[src/rtl/stream_rr_arbiter.sv]
// Four-way round-robin stb/ack stream merger with bounded per-grant bursts.
// Each merged word carries a 2-bit source tag so the consumer can demultiplex.
module stream_rr_arbiter #(
  parameter int WIDTH     = 16,
  parameter int MAX_BURST = 4
) (
  input  logic             clk,
  input  logic             rst,
  input  logic [WIDTH-1:0] input_a,
  input  logic             input_a_stb,
  output logic             input_a_ack,
  input  logic [WIDTH-1:0] input_b,
  input  logic             input_b_stb,
  output logic             input_b_ack,
  input  logic [WIDTH-1:0] input_c,
  input  logic             input_c_stb,
  output logic             input_c_ack,
  input  logic [WIDTH-1:0] input_d,
  input  logic             input_d_stb,
  output logic             input_d_ack,
  output logic [WIDTH-1:0] output_z,
  output logic             output_z_stb,
  input  logic             output_z_ack,
  output logic [1:0]       output_z_src,
  output logic             busy
);

  typedef enum logic [1:0] {IDLE, ACCEPT, SEND} state_t;

  state_t                 state;
  logic [1:0]             ptr;
  logic [1:0]             grant;
  logic [7:0]             burst_cnt;
  logic [3:0]             ack;
  logic [3:0]             stb;
  logic [3:0][WIDTH-1:0]  data;
  logic                   found;
  logic [1:0]             pick;

  assign stb  = {input_d_stb, input_c_stb, input_b_stb, input_a_stb};
  assign data = {input_d, input_c, input_b, input_a};

  assign input_a_ack = ack[0];
  assign input_b_ack = ack[1];
  assign input_c_ack = ack[2];
  assign input_d_ack = ack[3];
  assign busy        = (state != IDLE);

  // Walk from the far end back toward ptr so the closest requester wins.
  always_comb begin
    found = 1'b0;
    pick  = ptr;
    for (int k = 3; k >= 0; k--) begin
      if (stb[ptr + 2'(k)]) begin
        found = 1'b1;
        pick  = ptr + 2'(k);
      end
    end
  end

  always_ff @(posedge clk or negedge rst) begin
    if (!rst) begin
      state        <= IDLE;
      ptr          <= 2'd0;
      grant        <= 2'd0;
      burst_cnt    <= 8'd0;
      ack          <= 4'b0000;
      output_z     <= '0;
      output_z_stb <= 1'b0;
      output_z_src <= 2'd0;
    end else begin
      case (state)
        IDLE: begin
          if (found) begin
            grant     <= pick;
            burst_cnt <= 8'd0;
            ack       <= 4'b0001 << pick;
            state     <= ACCEPT;
          end
        end
        ACCEPT: begin
          if (stb[grant]) begin
            output_z     <= data[grant];
            output_z_src <= grant;
            ack          <= 4'b0000;
            output_z_stb <= 1'b1;
            burst_cnt    <= burst_cnt + 8'd1;
            state        <= SEND;
          end
        end
        SEND: begin
          if (output_z_ack) begin
            output_z_stb <= 1'b0;
            // Keep the grant only while the burst has room and the source still has data.
            if (burst_cnt < 8'(MAX_BURST) && stb[grant]) begin
              ack   <= 4'b0001 << grant;
              state <= ACCEPT;
            end else begin
              ptr   <= grant + 2'd1;
              state <= IDLE;
            end
          end
        end
        default: state <= IDLE;
      endcase
    end
  end

endmodule

[config.mk]
export PLATFORM = sky130hd
export DESIGN_NAME = stream_rr_arbiter
export DESIGN_NICKNAME = d
export VERILOG_FILES = /design/src/rtl/stream_rr_arbiter.sv
export SDC_FILE = /design/constraint.sdc
export NUM_CORES = 1
export LEC_CHECK = 0
export CAP_MARGIN = 20
export CORE_MARGIN = 2
export CORE_UTILIZATION = 33
export CTS_BUF_LIST = sky130_fd_sc_hd__clkbuf_4
export CTS_CLUSTER_SIZE = 14
export DETAILED_ROUTE_END_ITERATION = 6
export GPL_ROUTABILITY_DRIVEN = 0
export PLACE_DENSITY = 0.7
export SETUP_SLACK_MARGIN = 0.02
export SLEW_MARGIN = 10
export SYNTH_ARGS = -nofsm -noshare
export SYNTH_HDL_FRONTEND = slang
export SYNTH_SLANG_ARGS = --single-unit
[constraint.sdc]
create_clock -name clk -period 2.4 [get_ports clk]
set_clock_uncertainty 0.1 [all_clocks]
set_input_delay 0.36 -clock clk [delete_from_list [all_inputs] [get_ports clk]]
set_output_delay 0.36 -clock clk [all_outputs]
set_load 0.01 [all_outputs]
# [Word level (Yosys, flattened, before mapping)]
# Index checks and enable logic that the tools add are counted.
[totals] reg_bits=37 input_bits=71 word_cells=77
[op_classes] n_addsub=5 n_lt_le_gt_ge=6 eq_ne=6 n_shift=2 muxes=36 bitwise_logic=1 reduce_logical=13
[op_table] cell="$bmux 16 s2" n=1
[op_table] cell="$mux 16" n=1
[op_table] cell="$mux 4" n=4
[op_table] cell="$mux 8" n=2
[op_table] cell="$pmux 8 s2" n=1
[op_table] cell="$lt 2x3->1 const B" n=5
[op_table] cell="$mux 2" n=7
[op_table] cell="$mux 1" n=12
[op_table] cell="$pmux 4 s3" n=1
[op_table] cell="$reduce_and 3->1" n=4
[op_table] cell="$bmux 1 s2" n=5
[op_table] cell="$add 8x1->8 const B" n=1
[op_table] cell="$lt 8x3->1 const B" n=1
[op_table] cell="$ne 2x2->1 const B" n=4
[op_table] cell="$shl 1x2->4 const A" n=2
[op_table] cell="$pmux 2 s3" n=1
[op_table] cell="$reduce_bool 2->1" n=3
[op_table] cell="$reduce_and 5->1" n=1
[op_table] cell="$add 2x1->2 const B" n=2
[op_table] cell="$add 2x2->2 const B" n=2
[op_table] cell="$reduce_and 2->1" n=2
[op_table] cell="$reduce_bool 3->1" n=1
[op_table] cell="$eq 2x1->1 const B" n=1
[op_table] cell="$eq 2x2->1 const B" n=1
[op_table] cell="4 further kinds" n=4

# [Longest topological paths before layout]
# Gate-level depths: netlist of the first run.
[depth] depth_word=10 ltp_mapped=7 ltp_nobuf=5

# [Worst setup path before layout of the first run]
# No wires, ideal clock.
[synth_timing] path_type="register to register" from="reg grant[0]" to="reg output_z[4]" t_arrival_ns=1.641 required_ns=2.172 slack_ns=0.532 stages_incl_launch_ff=5 path_buffers=2 synth_period_minus_slack_ns=1.868 path_cell_list="dfrtp_1 > buf_2 > buf_1 > mux4_2 > mux2_1"
[synth_between] elab_chain_cells=3 elab_cells_between_ends=5 cone_classes="mux: 4; reduce/logical: 1"
[synth_rtl] element="start: declaration" line="32" text="logic [1:0] grant;"
[synth_rtl] element="start signal: assignment" line="75" text="grant <= pick;"
[synth_rtl] element="$bmux 1 s2" line="82" text="if (stb[grant]) begin"
[synth_rtl] element="$mux 1 (implied by the code)" line="82"
[synth_rtl] element="$reduce_and 2->1 (no source line)"
[synth_rtl] element="end signal: assignment" line="83" text="output_z <= data[grant];"
[synth_rtl] element="end: declaration" line="21" text="output logic [WIDTH-1:0] output_z,"
# Several ways; a longest one is shown, not always the timed one. The select of a mux whose other input is x is not followed.
# A chain may end at the register's enable or synchronous reset.

# [Worst setup path after layout of the first run]
[layout_timing] from="in input_d_stb" to="reg ack[3]"
[layout_between] elab_chain_cells=9 elab_cells_between_ends=26 cone_classes="eq/ne: 3; shift: 1; mux: 20; reduce/logical: 2"
[layout_rtl] element="start: declaration" line="19" text="input logic input_d_stb,"
[layout_rtl] element="$bmux 1 s2" line="54" text="if (stb[ptr + 2'(k)]) begin"
[layout_rtl] element="$mux 1 (implied by the code)" line="54"
[layout_rtl] element="$mux 2 (4 in series)" line="54"
[layout_rtl] element="$shl 1x2->4" line="77" text="ack <= 4'b0001 << pick;"
[layout_rtl] element="$mux 4" line="74" text="if (found) begin"
[layout_rtl] element="$pmux 4 s3" line="72" text="case (state)"
[layout_rtl] element="end signal: assignment" line="77"
[layout_rtl] element="end signal: assignment" line="96" text="ack <= 4'b0001 << grant;"
[layout_rtl] element="end: declaration" line="34" text="logic [3:0] ack;"
# Several ways; a longest one is shown, not always the timed one. The select of a mux whose other input is x is not followed.

==> results of run 1 <==
==> critical path, delay by kind of cell <==
kind                   cells  cell delay [ps]
buffers and inverters      2              620
AND/OR/NAND/NOR            3             1170
AO/OA/AOI/OAI              1              110
==> flip-flops by register name, indices dropped and copies added (netlist names) <==
register,cells
output_z_stb,1
output_z_src,2
state,2
ack,4
output_z,16
burst_cnt,8
ptr,2
grant,2
==> Yosys cell counts, types with 3 or more instances <==
master   count  share of area [%]
o21ai_1      4               0.93
nand2_1      7                1.2
nor3_1       3               0.70
o21ai_0      3               0.70
o31ai_1      8                2.8
buf_2        4               0.93
a21oi_1      6                1.4
dfrtp_1     37                 43
nor2b_1      5                1.5
inv_1        5               0.87
mux2_1      17                8.9
nand4_1      5                1.5
xor2_1       3                1.2
nand3_1      5                1.2
nor2_1       9                1.6
mux4_2      17                 18
==> cell families after synthesis <==
family          synth area share (%)
simple gates                    12.6
mux                             28.7
flops                           43.1
compound gates                  9.95
buf+inv                         3.90
xor+xnor                        1.22
fa+ha+maj                      0.582
==> metrics by stage <==
| step | hold WS, ps | TNS (ps) | instances | total power, mW |
|---|---|---|---|---|
| 5_1_grt | 34.1 | 0 | 361 | 3.83 |
| 3_3_place_gp | 373 | -628 | 353 | 3.03 |
| 4_1_cts | 1.92 | 0 | 361 | 3.62 |
| 6_report | -26.0 | 0 | 361 | 3.58 |
| 3_5_place_dp | 381 | -475 | 353 | 3.06 |
| 2_1_floorplan | -35.6 | 0 | 178 | 2.22 |
==> power by group <==
group | switching, mW | leakage, nW | internal [mW]
Combinational | 0.864 | 0.828 | 1.12
Clock | 0.222 | 0.0558 | 0.328
Sequential | 0.164 | 0.455 | 0.879
Total | 1.25 | 1.34 | 2.33
==> path summary, 6_finish.rpt <==
kind | from | to
max in group asynchronous | rst | ptr[0]$_DFFE_PN0P_
min reg2reg | output_z[6]$_DFFE_PN0P_ | output_z[6]$_DFFE_PN0P_
min in group clk | output_z[6]$_DFFE_PN0P_ | output_z[6]$_DFFE_PN0P_
max | input_d_stb | ack[3]$_DFFE_PN0P_
min | rst | state[1]$_DFFE_PN0P_
max reg2reg | state[1]$_DFFE_PN0P_ | ack[3]$_DFFE_PN0P_
==> per-layer routing <==
metal / routed length (um) / share of wire, % / track usage (%)
met5: 0 / 0 / 0
met1: 2220 / 40 / 18.8
met2: 2710 / 49 / 26.1
met4: 108 / 2.0 / 5.92
met3: 444 / 8.1 / 4.92
==> layout make-up <==
cell class              instances  area [um2]  share of cell area [%]
clock buffers                   5        37.5                    1.12
clock inverters                 3        68.8                    2.05
inverters                       6        22.5                   0.672
multi-input cells             124        1140                    34.0
flip-flops and latches         37         926                    27.6
well taps                      77        96.3                    2.87
repair buffers                109        1060                    31.7
==> run_results.csv, run 1 <==
group,metric,value,unit
placed_design,placed_area,3250,um2
synth,syn-instance-count,178,
worst_setup_path,critPathMaxFanout,5,
route,wirelength,5480,um
global_route,grt_overflow,0,
synth,yosysSeqAreaShare,43.1,%
route,drt_iter0_drc,34,
floorplanning,fp.dieW,84.7,um
synth,synth_edf_count,0,
clocking,cts_buffer_depth,2,
clocking,hold_buffers,0,
hold_path,hold_path.class,"input pin to asynchronous set/reset pin",
layout,diodes,0,
clocking,numCtsBuffers,5,
worst_setup_path,worstPathRequired,2540,ps
layout,layout-drive-gt1-share,16.5,%
synth,ys.flop_type,"dfrtp_1",
route,first_pass_iters,4,
outcome,status,"finished, violations left",
timing,rsz0062_at_grt,"no",
route,ant_nets,0,
clocking,clkLatencyLatePin,350,ps
layout,mostFrequentLayoutCells,"93 x clkdlybuf4s50_1, 37 x dfrtp_1, 17 x mux4_2, 17 x mux2_1, 14 x buf_4",
route,vias_per_cell,5.25,
timing,slew_viol_final,0,
global_route,antenna_found_initial,0,
layout,fin_area,3350,um2
layout,layout_commonest_cell,"clkdlybuf4s50_1",
clocking,cts-resized-gates,0,
floorplanning,initial_core_util,34.0,%
synth,ys_ff_latch,37,
route,dr_total_vias,1894,
worst_setup_path,slowest_delay,640,ps
worst_setup_path,critical_path_arrival,2270,ps
timing,setup_ws,264,ps
timing,finalCritPeriodShare,89.0,%
route,route.detailed.drc,0,
timing,timing.hold.ws,-26.0,ps
worst_setup_path,critical_path_class,"input pin to register",
global_route,first_global_vias,1901,
placed_design,hpwlAfterDp,4330,um
pwr,peakVddDrop,0.766,mV
global_route,grt_pass1_wl,8940,um
timing,setup_viol,0,
worst_setup_path,r2r_slack,530,ps
pwr,powerDensity,1070,nW/um2
global_route,grt_max_degree,38,
synth,synth.distinct_cells,44,
layout,area_delta_synth_final,55.9,%
outcome,violations,"negative hold slack",
global_route,grtUsageTotal,15.6,%
worst_setup_path,worstSetupEndpointType,"register",
floorplanning,die_h,84.7,um
floorplanning,core_area,6310,um2
synth,ys_async_sr_fraction,100,%
worst_setup_path,reg2reg_depth,5,
clocking,h-tree-depth,2,
floorplanning,rows,29,
timing,max_freq,468,MHz
synth,syn-mean-instance-area,12.1,um2
worst_setup_path,cp_slowest_cell,"nor4_1",
timing,maxSlewHeadroom,43.6,%
synth,synth_nets,250,
clocking,clk_pin_slew,120,ps
synth,netlist_area,2150,um2
layout,nFillCells,579,
layout,fin_nets,355,
worst_setup_path,worstSetupStartpointType,"input pin",
route,wl_per_cell,15.2,um
timing,period_needed,2140,ps
flow_run,drv_cap,0,
floorplanning,ioPinCount,95,
pwr,leakagePower,1.34,nW
clocking,cts_tree,"done",
worst_setup_path,crit_chain,"clkdlybuf4s50_1 > buf_4 > nor4_1 > nand2b_1 > and2_1 > o31ai_1",
floorplanning,die-area,7180,um2
placed_design,pre_cts_slack,-93.8,ps
timing,tightest_slew,839,ps
clocking,clockRootBuffer,"clkbuf_4",
clocking,cts_sinks,37,
clocking,post_cts_buffers,0,
placed_design,io_buffers,94,
timing,final_hold_viol_count,26,
synth,yosys_warnings,0,
layout,utilization,53.1,%
No activity file was read; power rests on OpenSTA's default activity.
==> run 2, diff against run 1 <==
- CORE_MARGIN: 2 -> default
- CTS_CLUSTER_SIZE: 14 -> 16
==> run 2 against run 1 <==
The flow now finishes without violations. Clock power decreased by 44%. Via count up 0.95%. Worst hold slack improved by 29 ps. Setup slack better by 47 ps. Count of clock-buffer cells in the layout increased by 1.
==> run_results.csv, run 2 (same netlist as run 1, synthesis figures left out) <==
group,metric,value,unit
pwr,peakVddDrop,0.484,mV
floorplanning,rows,29,
floorplanning,core_area,6310,um2
clocking,hold_buffers,0,
pwr,powerDensity,1020,nW/um2
timing,period_needed,2090,ps
global_route,grt_overflow,0,
layout,layout_commonest_cell,"clkdlybuf4s50_1",
timing,tightest_slew,806,ps
route,wirelength,5430,um
layout,diodes,0,
pwr,leakagePower,1.30,nW
worst_setup_path,worstSetupEndpointType,"register",
route,drt-met1-wl,2190,um
global_route,grt_max_degree,38,
outcome,status,"completed",
layout,area_delta_synth_final,52.6,%
route,route.detailed.drc,0,
hold_path,hold_path.class,"input pin to asynchronous set/reset pin",
worst_setup_path,critical_path_class,"input pin to register",
global_route,grtUsageTotal,15.9,%
floorplanning,die_h,82.7,um
route,dr_total_vias,1912,
layout,regMostFlops,"output_z",
layout,fin_nets,353,
route,drt_iter0_drc,81,
clocking,post_cts_buffers,0,
clocking,clkLatencyLatePin,330,ps
timing,maxSlewHeadroom,46.3,%
global_route,first_global_vias,1781,
route,ant_nets,0,
clocking,cts_sinks,37,
timing,finalCritPeriodShare,87.1,%
worst_setup_path,critical_path_arrival,2210,ps
placed_design,hpwlAfterDp,4180,um
timing,slew_viol_final,0,
floorplanning,fp.dieW,82.7,um
clocking,cts_tree,"done",
floorplanning,die-area,6840,um2
worst_setup_path,critPathMaxFanout,7,
timing,setup_viol,0,
timing,final_hold_viol_count,0,
floorplanning,ioPinCount,95,
clocking,h-tree-depth,2,
clocking,cts_buffer_depth,2,
layout,top_regs,"output_z: 16 flops, burst_cnt: 8 flops, ack: 4 flops",
timing,fin_setup_tns,0,ps
route,vias_per_cell,5.34,
layout,mostFrequentLayoutCells,"93 x clkdlybuf4s50_1, 37 x dfrtp_1, 17 x mux4_2, 17 x mux2_1, 12 x buf_4",
floorplanning,initial_core_util,34.0,%
timing,max_freq,479,MHz
pwr,p_total,3.33,mW
placed_design,io_buffers,94,
flow_run,drv_cap,0,
route,first_pass_iters,4,
worst_setup_path,slowest_delay,710,ps
layout,layout-drive-gt1-share,15.3,%
worst_setup_path,cp_slowest_cell,"nor4_1",
clocking,numCtsBuffers,5,
layout,largest_register_ffs,16,
worst_setup_path,worstPathRequired,2520,ps
worst_setup_path,worstSetupStartpointType,"input pin",
route,top_layer,"met4",
global_route,grt_pass1_wl,7960,um
clocking,clk_pin_slew,100,ps
clocking,clockRootBuffer,"clkbuf_4",
timing,rsz0062_at_grt,"no",
route,wl_per_cell,15.2,um
worst_setup_path,crit_chain,"clkdlybuf4s50_1 > nor4_1 > nand2b_1 > and2_1 > o31ai_1",
global_route,antenna_found_initial,0,
route,wl_met3,449,um
clocking,cts-resized-gates,0,
layout,nFillCells,577,
route,route.met2.wl,2730,um
==> run 2: path summary, 6_finish.rpt <==
kind | start | endpoint | slack (ps) | cells past startpoint
max reg2reg | burst_cnt[4]$_DFFE_PN0P_ | ack[2]$_DFFE_PN0P_ | 490 | 4
min in group clk | output_z[3]$_DFFE_PN0P_ | output_z[3]$_DFFE_PN0P_ | 400 | 1
min reg2reg | output_z[3]$_DFFE_PN0P_ | output_z[3]$_DFFE_PN0P_ | 400 | 1
max | input_a_stb | ack[2]$_DFFE_PN0P_ | 310 | 5
max in group asynchronous | rst | output_z[8]$_DFFE_PN0P_ | 1690 | 1
min | rst | ack[2]$_DFFE_PN0P_ | 3 | 1
==> run 2: layer usage <==
layer | vias to the layer above | global-route usage, %
met3 | 4 | 4.18
met5 | - | 0
li1 | 889 | -
met1 | 950 | 19.3
met4 | 0 | 6.55
met2 | 69 | 26.6
==> run 2: area by class of cell <==
type / instances / area, um2 / area share (%)
Clock buffer: 6 / 45.0 / 1.37
Clock inverter: 1 / 3.75 / 0.114
Inverter: 6 / 22.5 / 0.687
Multi-Input combinational cell: 124 / 1140 / 34.8
Sequential cell: 37 / 926 / 28.2
Tap cell: 77 / 96.3 / 2.94
Timing Repair Buffer: 107 / 1050 / 31.9
==> run 2: stage by stage <==
stage,setup slack (ps),instances,cell area (um2),utilization [%],hold WS (ps)
floorplan,532,178,2150,-,-35.6
global placement,22.8,351,3230,51.2,372
detailed placement,9.23,351,3230,51.2,381
CTS,339,358,3280,51.9,22.9
global route,221,358,3280,51.9,62.6
finish,311,358,3280,51.9,2.55
==> run 2: worst max-delay path, delay by kind of cell <==
family	cells	cell delay (ps)
compound gates	1	110
buf+inv	1	500
simple gates	3	1240
==> run 2: where the power goes <==
| part | switching (mW) | leakage, nW | internal [mW] |
|---|---|---|---|
| clock network | 0.190 | 0.0292 | 0.118 |
| registers | 0.173 | 0.455 | 0.880 |
| logic | 0.856 | 0.819 | 1.12 |
